[config.mk]
export PLATFORM = sky130hd
export DESIGN_NAME = mux_rr_arbiter_flat
export DESIGN_NICKNAME = d
export VERILOG_FILES = /design/src/rtl/mux_arb_pkg.sv /design/src/rtl/mux_rr_arbiter_if.sv /design/src/rtl/mux_rr_arbiter_rr_pick.sv /design/src/rtl/mux_rr_arbiter.sv /design/src/flat_wrapper.sv
export SDC_FILE = /design/constraint.sdc
export NUM_CORES = 1
export LEC_CHECK = 0
export CAP_MARGIN = 20
export CORE_MARGIN = 2
export CORE_UTILIZATION = 57
export CTS_CLUSTER_DIAMETER = 50
export DETAILED_ROUTE_END_ITERATION = 10
export PLACE_DENSITY = 0.87
export SETUP_SLACK_MARGIN = 0.3
export SYNTH_ARGS = -nofsm -noshare
export SYNTH_HDL_FRONTEND = slang
export SYNTH_SLANG_ARGS = --single-unit
[constraint.sdc]
create_clock -name clk -period 9.4 [get_ports clk]
set_input_delay 1.88 -clock clk [delete_from_list [all_inputs] [get_ports clk]]
set_output_delay 1.88 -clock clk [all_outputs]
set_load 0.05 [all_outputs]
[src/rtl/mux_arb_pkg.sv]
// ---------------------------------------------------------------------------
// mux_arb_pkg
// Shared types and helpers for the round-robin mux arbiter.
//   arb_state_t : arbiter FSM states (IDLE, GRANT, SWITCH)
//   ARB_MAX_N   : largest supported requester count
//   sel_width() : select-bus width for a given requester count (min 1 bit)
// ---------------------------------------------------------------------------
package mux_arb_pkg;

    typedef enum logic [1:0] {
        IDLE   = 2'd0,
        GRANT  = 2'd1,
        SWITCH = 2'd2
    } arb_state_t;

    localparam int ARB_MAX_N = 16;

    // Width of the mux select for n inputs; never narrower than one bit.
    function automatic int sel_width(input int n);
        return (n <= 2) ? 1 : $clog2(n);
    endfunction

endpackage

[src/rtl/mux_rr_arbiter_if.sv]
// ---------------------------------------------------------------------------
// mux_rr_arbiter_if
// Bundle between the requesters/mux data sources and the arbiter.
//   req     : request vector, bit i = requester i
//   data    : mux data inputs, bit i belongs to requester i
//   gnt     : one-hot grant (arbiter output)
//   sel     : mux select, equal to the granted index
//   valid   : high while a grant is active
//   mux_out : data[sel] while valid, else 0
//   timeout : one-cycle pulse when a grant is forcibly revoked
// Modports: master = requester side, slave = arbiter side.
// ---------------------------------------------------------------------------
interface mux_rr_arbiter_if #(
    parameter int N = 16
) ();
    localparam int W = mux_arb_pkg::sel_width(N);

    logic [N-1:0] req;
    logic [N-1:0] data;
    logic [N-1:0] gnt;
    logic [W-1:0] sel;
    logic         valid;
    logic         mux_out;
    logic         timeout;

    modport master (
        output req,
        output data,
        input  gnt,
        input  sel,
        input  valid,
        input  mux_out,
        input  timeout
    );

    modport slave (
        input  req,
        input  data,
        output gnt,
        output sel,
        output valid,
        output mux_out,
        output timeout
    );
endinterface

[src/rtl/mux_rr_arbiter_rr_pick.sv]
// ---------------------------------------------------------------------------
// rr_pick
// Purely combinational round-robin winner search.
//   req    : request vector
//   ptr    : index of the last grant; the search starts at ptr+1
//   found  : at least one request bit is set
//   winner : first set request index at or after ptr+1, modulo N
// Method: rotate req so that index ptr+1 lands at bit 0, priority-encode the
// lowest set bit, then add the rotation back. N is a power of two, so the
// W-bit index arithmetic wraps modulo N for free.
// ---------------------------------------------------------------------------
module rr_pick
    import mux_arb_pkg::*;
#(
    parameter int N = 16,
    localparam int W = sel_width(N)
) (
    input  logic [N-1:0] req,
    input  logic [W-1:0] ptr,
    output logic         found,
    output logic [W-1:0] winner
);

    logic [W-1:0] start;
    logic [N-1:0] rot;
    logic [W-1:0] first;

    assign start = ptr + W'(1);

    // rot[k] is the request that sits k places after ptr in scan order.
    generate
        for (genvar gi = 0; gi < N; gi++) begin : g_rot
            assign rot[gi] = req[W'(gi) + start];
        end
    endgenerate

    // Lowest set bit of the rotated vector = nearest requester after ptr.
    always_comb begin
        first = '0;
        for (int i = N - 1; i >= 0; i--) begin
            if (rot[i]) begin
                first = W'(i);
            end
        end
    end

    assign found  = |rot;
    assign winner = first + start;

endmodule

[src/rtl/mux_rr_arbiter.sv]
// ---------------------------------------------------------------------------
// mux_rr_arbiter
// Round-robin arbiter that owns the select lines of an N:1 bit-select mux.
// A grant is held while the holder keeps its request high; consecutive
// grants are separated by one dead (SWITCH) cycle; priority rotates from
// the index after the last grant.
//
// Ports:
//   clk   : clock, all state changes on the rising edge
//   rst_n : asynchronous active-low reset
//   bus   : mux_rr_arbiter_if.slave (req, data in; gnt, sel, valid,
//           mux_out, timeout out)
// Parameters:
//   N        : requesters / mux inputs (2, 4, 8 or 16)
//   HOLD_MAX : GRANT cycles before a forced revoke (1..255), timeout build
// Build option:
//   MUX_ARB_TIMEOUT_EN : when defined, a hold counter revokes a grant after
//                        HOLD_MAX GRANT cycles and pulses timeout; when not
//                        defined, timeout is tied low and grants end only on
//                        request release.
// ---------------------------------------------------------------------------
module mux_rr_arbiter
    import mux_arb_pkg::*;
#(
    parameter int N        = 16,
    parameter int HOLD_MAX = 15
) (
    input  logic             clk,
    input  logic             rst_n,
    mux_rr_arbiter_if.slave  bus
);

    localparam int W = sel_width(N);

    arb_state_t   state_reg, state_next;
    logic [W-1:0] ptr_reg,   ptr_next;
    logic [W-1:0] sel_reg,   sel_next;
    logic [N-1:0] gnt_reg,   gnt_next;
    logic         valid_reg, valid_next;

    logic         found;
    logic [W-1:0] winner;
    logic         holder_req;
    logic         hold_expired;

    rr_pick #(
        .N (N)
    ) u_pick (
        .req    (bus.req),
        .ptr    (ptr_reg),
        .found  (found),
        .winner (winner)
    );

    // sel_reg always names the current (or most recent) holder.
    assign holder_req = bus.req[sel_reg];

    // ------------------------------------------------------------------
    // Optional hold-time limit
    // ------------------------------------------------------------------
`ifdef MUX_ARB_TIMEOUT_EN
    localparam logic [7:0] HOLD_LAST = 8'(HOLD_MAX - 1);

    logic [7:0] hold_cnt_reg, hold_cnt_next;
    logic       timeout_reg,  timeout_next;

    // Counter reads 0 in the first GRANT cycle and k in the (k+1)-th, so the
    // grant lasts exactly HOLD_MAX cycles when it expires at HOLD_LAST.
    always_comb begin
        hold_cnt_next = hold_cnt_reg;
        if (state_reg == GRANT) begin
            hold_cnt_next = hold_cnt_reg + 8'd1;
        end
        if ((state_next == GRANT) && (state_reg != GRANT)) begin
            hold_cnt_next = 8'd0;
        end
    end

    assign hold_expired = (hold_cnt_reg == HOLD_LAST);

    // Pulse only for a real revoke, not for a voluntary release.
    assign timeout_next = (state_reg == GRANT) && holder_req && hold_expired;

    always_ff @(posedge clk or negedge rst_n) begin
        if (!rst_n) begin
            hold_cnt_reg <= 8'd0;
            timeout_reg  <= 1'b0;
        end else begin
            hold_cnt_reg <= hold_cnt_next;
            timeout_reg  <= timeout_next;
        end
    end

    assign bus.timeout = timeout_reg;
`else
    logic unused_cfg;

    assign unused_cfg   = ^(8'(HOLD_MAX));
    assign hold_expired = 1'b0;
    assign bus.timeout  = 1'b0;
`endif

    // ------------------------------------------------------------------
    // FSM: state register
    // ------------------------------------------------------------------
    always_ff @(posedge clk or negedge rst_n) begin
        if (!rst_n) begin
            state_reg <= IDLE;
            ptr_reg   <= W'(N - 1);
            sel_reg   <= '0;
            gnt_reg   <= '0;
            valid_reg <= 1'b0;
        end else begin
            state_reg <= state_next;
            ptr_reg   <= ptr_next;
            sel_reg   <= sel_next;
            gnt_reg   <= gnt_next;
            valid_reg <= valid_next;
        end
    end

    // ------------------------------------------------------------------
    // FSM: next state
    // ------------------------------------------------------------------
    // A revoked holder is still in ptr_reg, so the scan from ptr+1 reaches
    // it last and it only wins again when nobody else is asking.
    always_comb begin
        state_next = state_reg;
        ptr_next   = ptr_reg;
        sel_next   = sel_reg;
        case (state_reg)
            IDLE, SWITCH: begin
                if (found) begin
                    state_next = GRANT;
                    ptr_next   = winner;
                    sel_next   = winner;
                end else begin
                    state_next = IDLE;
                end
            end
            GRANT: begin
                if (!holder_req || hold_expired) begin
                    state_next = SWITCH;
                end
            end
            default: begin
                state_next = IDLE;
            end
        endcase
    end

    // Registered outputs are loaded from the next state so gnt/valid are
    // visible in the first GRANT cycle rather than one cycle later.
    assign valid_next = (state_next == GRANT);

    generate
        for (genvar gi = 0; gi < N; gi++) begin : g_gnt
            assign gnt_next[gi] = (state_next == GRANT) && (sel_next == W'(gi));
        end
    endgenerate

    // ------------------------------------------------------------------
    // Outputs and mux datapath
    // ------------------------------------------------------------------
    assign bus.gnt     = gnt_reg;
    assign bus.sel     = sel_reg;
    assign bus.valid   = valid_reg;
    assign bus.mux_out = valid_reg ? bus.data[sel_reg] : 1'b0;

endmodule

[src/flat_wrapper.sv]
// flat-port wrapper written by rule: the top's interface ports become plain ports
module mux_rr_arbiter_flat import mux_arb_pkg::*;
#(
    parameter int N        = 16,
    parameter int HOLD_MAX = 15
)
  (clk, rst_n, bus_req, bus_data, bus_gnt, bus_sel, bus_valid, bus_mux_out, bus_timeout);
  mux_rr_arbiter_if #(.N(N)) bus_i ();
  input  logic clk;
  input  logic rst_n;
  input wire logic [$bits(bus_i.req)-1:0] bus_req;
  input wire logic [$bits(bus_i.data)-1:0] bus_data;
  output wire logic [$bits(bus_i.gnt)-1:0] bus_gnt;
  output wire logic [$bits(bus_i.sel)-1:0] bus_sel;
  output wire logic [$bits(bus_i.valid)-1:0] bus_valid;
  output wire logic [$bits(bus_i.mux_out)-1:0] bus_mux_out;
  output wire logic [$bits(bus_i.timeout)-1:0] bus_timeout;
  assign bus_i.req = bus_req;
  assign bus_i.data = bus_data;
  assign bus_gnt = bus_i.gnt;
  assign bus_sel = bus_i.sel;
  assign bus_valid = bus_i.valid;
  assign bus_mux_out = bus_i.mux_out;
  assign bus_timeout = bus_i.timeout;
  mux_rr_arbiter #(.N(N), .HOLD_MAX(HOLD_MAX)) u_core (.clk(clk), .rst_n(rst_n), .bus(bus_i));
endmodule
==> summary.md <==
| Metric | Value |
|---|---|
| Initial cell density of the core | 58.6% |
| RSZ-0062 raised after global routing | no |
| RR Startpoint | u_core.ptr_reg[0] |
| Final worst path period share | between 60 and 70% |
| DRT antenna net count | 0 |
| Min-delay src | u_core.state_reg[1] |
| Setup violations, final | 0 |
| Yosys top cell by area | dfrtp_1 |
| Initial antenna violation count | 0 |
| Largest net degree at the start of global routing | 26 |
| Reg2Reg Capture Point | u_core.bus.gnt[2] |
| Slew @ Worst Pin | 1.09 ns |
| Total CTS buffers | 3 |
| Syn_area_per_cell | between 10 and 15 um^2 |
| Worst Setup End Kind | flop |
| Largest register FFs | 16 |
| Pins Over Slew Limit | 0 |
| CTS tree | built |
| Via density per instance | approximately 6.3 |
| Worst Setup Path Type | flop to flop |
| R2R depth | 20 |
| Global-route wire length before repair | 12100 um |
| Global route overflow | 0 |
| Final net count | 376 |
| N_diodes | 0 |
| Setup TNS | 0 ns |
| Post-CTS setup buffers | 0 |
| Die Ht | approximately 76 um |
| Post-synth EDFFs | 0 |
| Worst EP required | 9.60 ns |
| I/O pins | 57 |
| PortBufs | 55 |
| Share of layout cells above drive strength 1 | 20.6% |
| Synthesized flop and latch total | 27 |
| Detailed Routing Iterations Pass 1 | 4 |
| Max Fclk | around 150 MHz |
| DR vias | 2538 |
| Fin crit period | 6.47 ns |
| Status | finished, final reports clean |
| Ys async rst share | 100% |
| Die Wd | 76.0 um |
| Final WL | between 7000 and 8000 um |
| Clk root buf | clkbuf_8 |
| H-Tree Depth | 1 |
| Clk_skew | about 0.0038 ns |
| Startpoint Class | flop |
| Synth Cell Area | approximately 3000 um^2 |
| Fin. Hold Viols | 0 |
| Residual DRC | 0 |
| Reg2reg setup slack | approximately 3 ns |
| WL per Instance | 17.8 um |
| HPWL after DPL | roughly 5800 um |
| Insertion delay of the later-clocked pin in the worst-skew pair | 0.27 ns |
| Max Cap Viol | 0 |
| Synth top area share | 19.5% |
| Syn-to-layout area delta | 19.7% |
| Clock Path Buffers | 2 |
| Filler Cell Count | 381 |
| Syn nets | about 330 |
| Predominant post-synthesis flop cell | dfrtp_1 |
| Core Region | around 5000 um^2 |
| Hold depth | 1 |
| Most area-consuming cells after synthesis | dfrtp_1, mux4_2, mux2i_1 |
| Post-synthesis sequential area ratio | 23.0% |
| # clock sinks | 27 |
| Slew headroom | between 20 and 30% |
| Yosys warns | 0 |
| Cells after Synth | about 290 |
| GP Congestion | ~0.9 |
| Die ar. | around 5800 um^2 |
| GRT Util Overall | between 20 and 30% |
| CTS resizes | 0 |
| WHS Endpoint | u_core.state_reg[1] |
| Crit path DAT | ~6.7 ns |
| Cell Rows | 26 |
| Clock slew at reported path FFs | roughly 0.1 ns |
| Synth unique cells | 70 |
| Number of DRC markers in iteration 0 | approximately 180 |
| Hold crit path type | flop to flop |
| Vias in the first global route | around 2500 |
| CP max FO | 25 |
| Hold Buf Count CTS | 0 |
[area by class of cell]
class	count	area [um^2]	share of cell area [%]
clock inverter	1	7.51	0.212
multi-input combinational	235	2100	59.4
clock buffer	3	41.3	1.17
tap	70	87.6	2.48
timing repair buffer	56	566	16.0
inverter	13	53.8	1.52
sequential	27	681	19.2
[kinds of logic after synthesis]
kind of cell               Yosys count  share of synthesized area (%)
AOI/OAI and AO/OA                   58                           15.2
xor gates and xnor gates            11                           4.40
adders and majority gates            6                           2.79
buffers and inverters               30                           5.88
DFF                                 27                           23.0
muxes                               64                           30.5
other                                1                          0.127
and+or+nand+nor                     95                           18.1
[critical path, stage by stage (launching register included)]
cell and delay [ns]:
dfstp_2 0.82, inv_2 0.28, ha_1 1.09, inv_2 0.27
mux2i_1 0.22, a32oi_1 0.13, xnor2_1 0.37, mux2_2 0.40
a211oi_1 0.24, o21bai_1 0.10, a211o_1 0.30, a31oi_1 0.27
ha_1 0.29, a21o_1 0.16, a21oi_1 0.18, xor2_1 0.21
nand2_1 0.10, a2111oi_2 0.26, a2111o_1 0.41, inv_6 0.10
nor3_2 0.18
[worst max path at each step]
| stage | start | to | slack (ns) |
|---|---|---|---|
| 3_3_place_gp | u_core.ptr_reg[0] | u_core.bus.gnt[2] | 3.29 |
| 5_1_grt | u_core.ptr_reg[0] | u_core.bus.gnt[1] | 2.50 |
| 6_report | u_core.ptr_reg[0] | u_core.bus.gnt[2] | 2.93 |
| 2_1_floorplan | u_core.ptr_reg[0] | u_core.bus.gnt[0] | 4.21 |
| 3_5_place_dp | u_core.ptr_reg[0] | u_core.bus.gnt[1] | 2.98 |
| 4_1_cts | u_core.ptr_reg[0] | u_core.bus.gnt[2] | 2.98 |
[synth_stat cells (all sizes together), types with 3 or more instances]
cell / n
a211o: 3
mux2: 20
xnor2: 8
o21ai: 12
a41oi: 5
dfstp: 4
o221ai: 4
nor2: 28
mux2i: 29
a21oi: 8
buf: 15
mux4: 15
nor4: 3
ha: 5
nand2b: 8
nand2: 17
nor3: 15
nand3: 6
a31oi: 3
a211oi: 3
xor2: 3
inv: 12
dfrtp: 23
[placed cells by master, fill, tap and decap left out, types with 8 or more instances in the layout]
cell	instances
nand2_1	17
mux2_2	14
nor2_1	28
dfrtp_1	23
clkdlybuf4s50_1	55
o21ai_0	12
mux4_2	15
mux2i_1	27
nor3_1	10
nand2b_1	8
[routing by layer]
metal  part of all wire (%)  vias up  GRT usage (%)
met2                     50       82           45.3
met5                      0        -              0
met3                    4.8       11           2.96
met4                    1.3        0           6.00
li1                       -     1194              -
met1                     44     1251           33.2
[stage by stage]
stage	util [%]	setup WS (ns)	area, um^2	cells	hold slack (ns)
2_1_floorplan	-	4.21	2960	292	0.401
3_3_place_gp	68.9	3.29	3470	400	0.410
3_5_place_dp	69.2	2.98	3490	401	0.428
4_1_cts	70.1	2.98	3540	405	0.443
5_1_grt	70.1	2.50	3540	405	0.458
6_report	70.1	2.93	3540	405	0.441
Power is not shown: default switching activity piles up to over one toggle a cycle in this logic, so the estimate is an artifact.
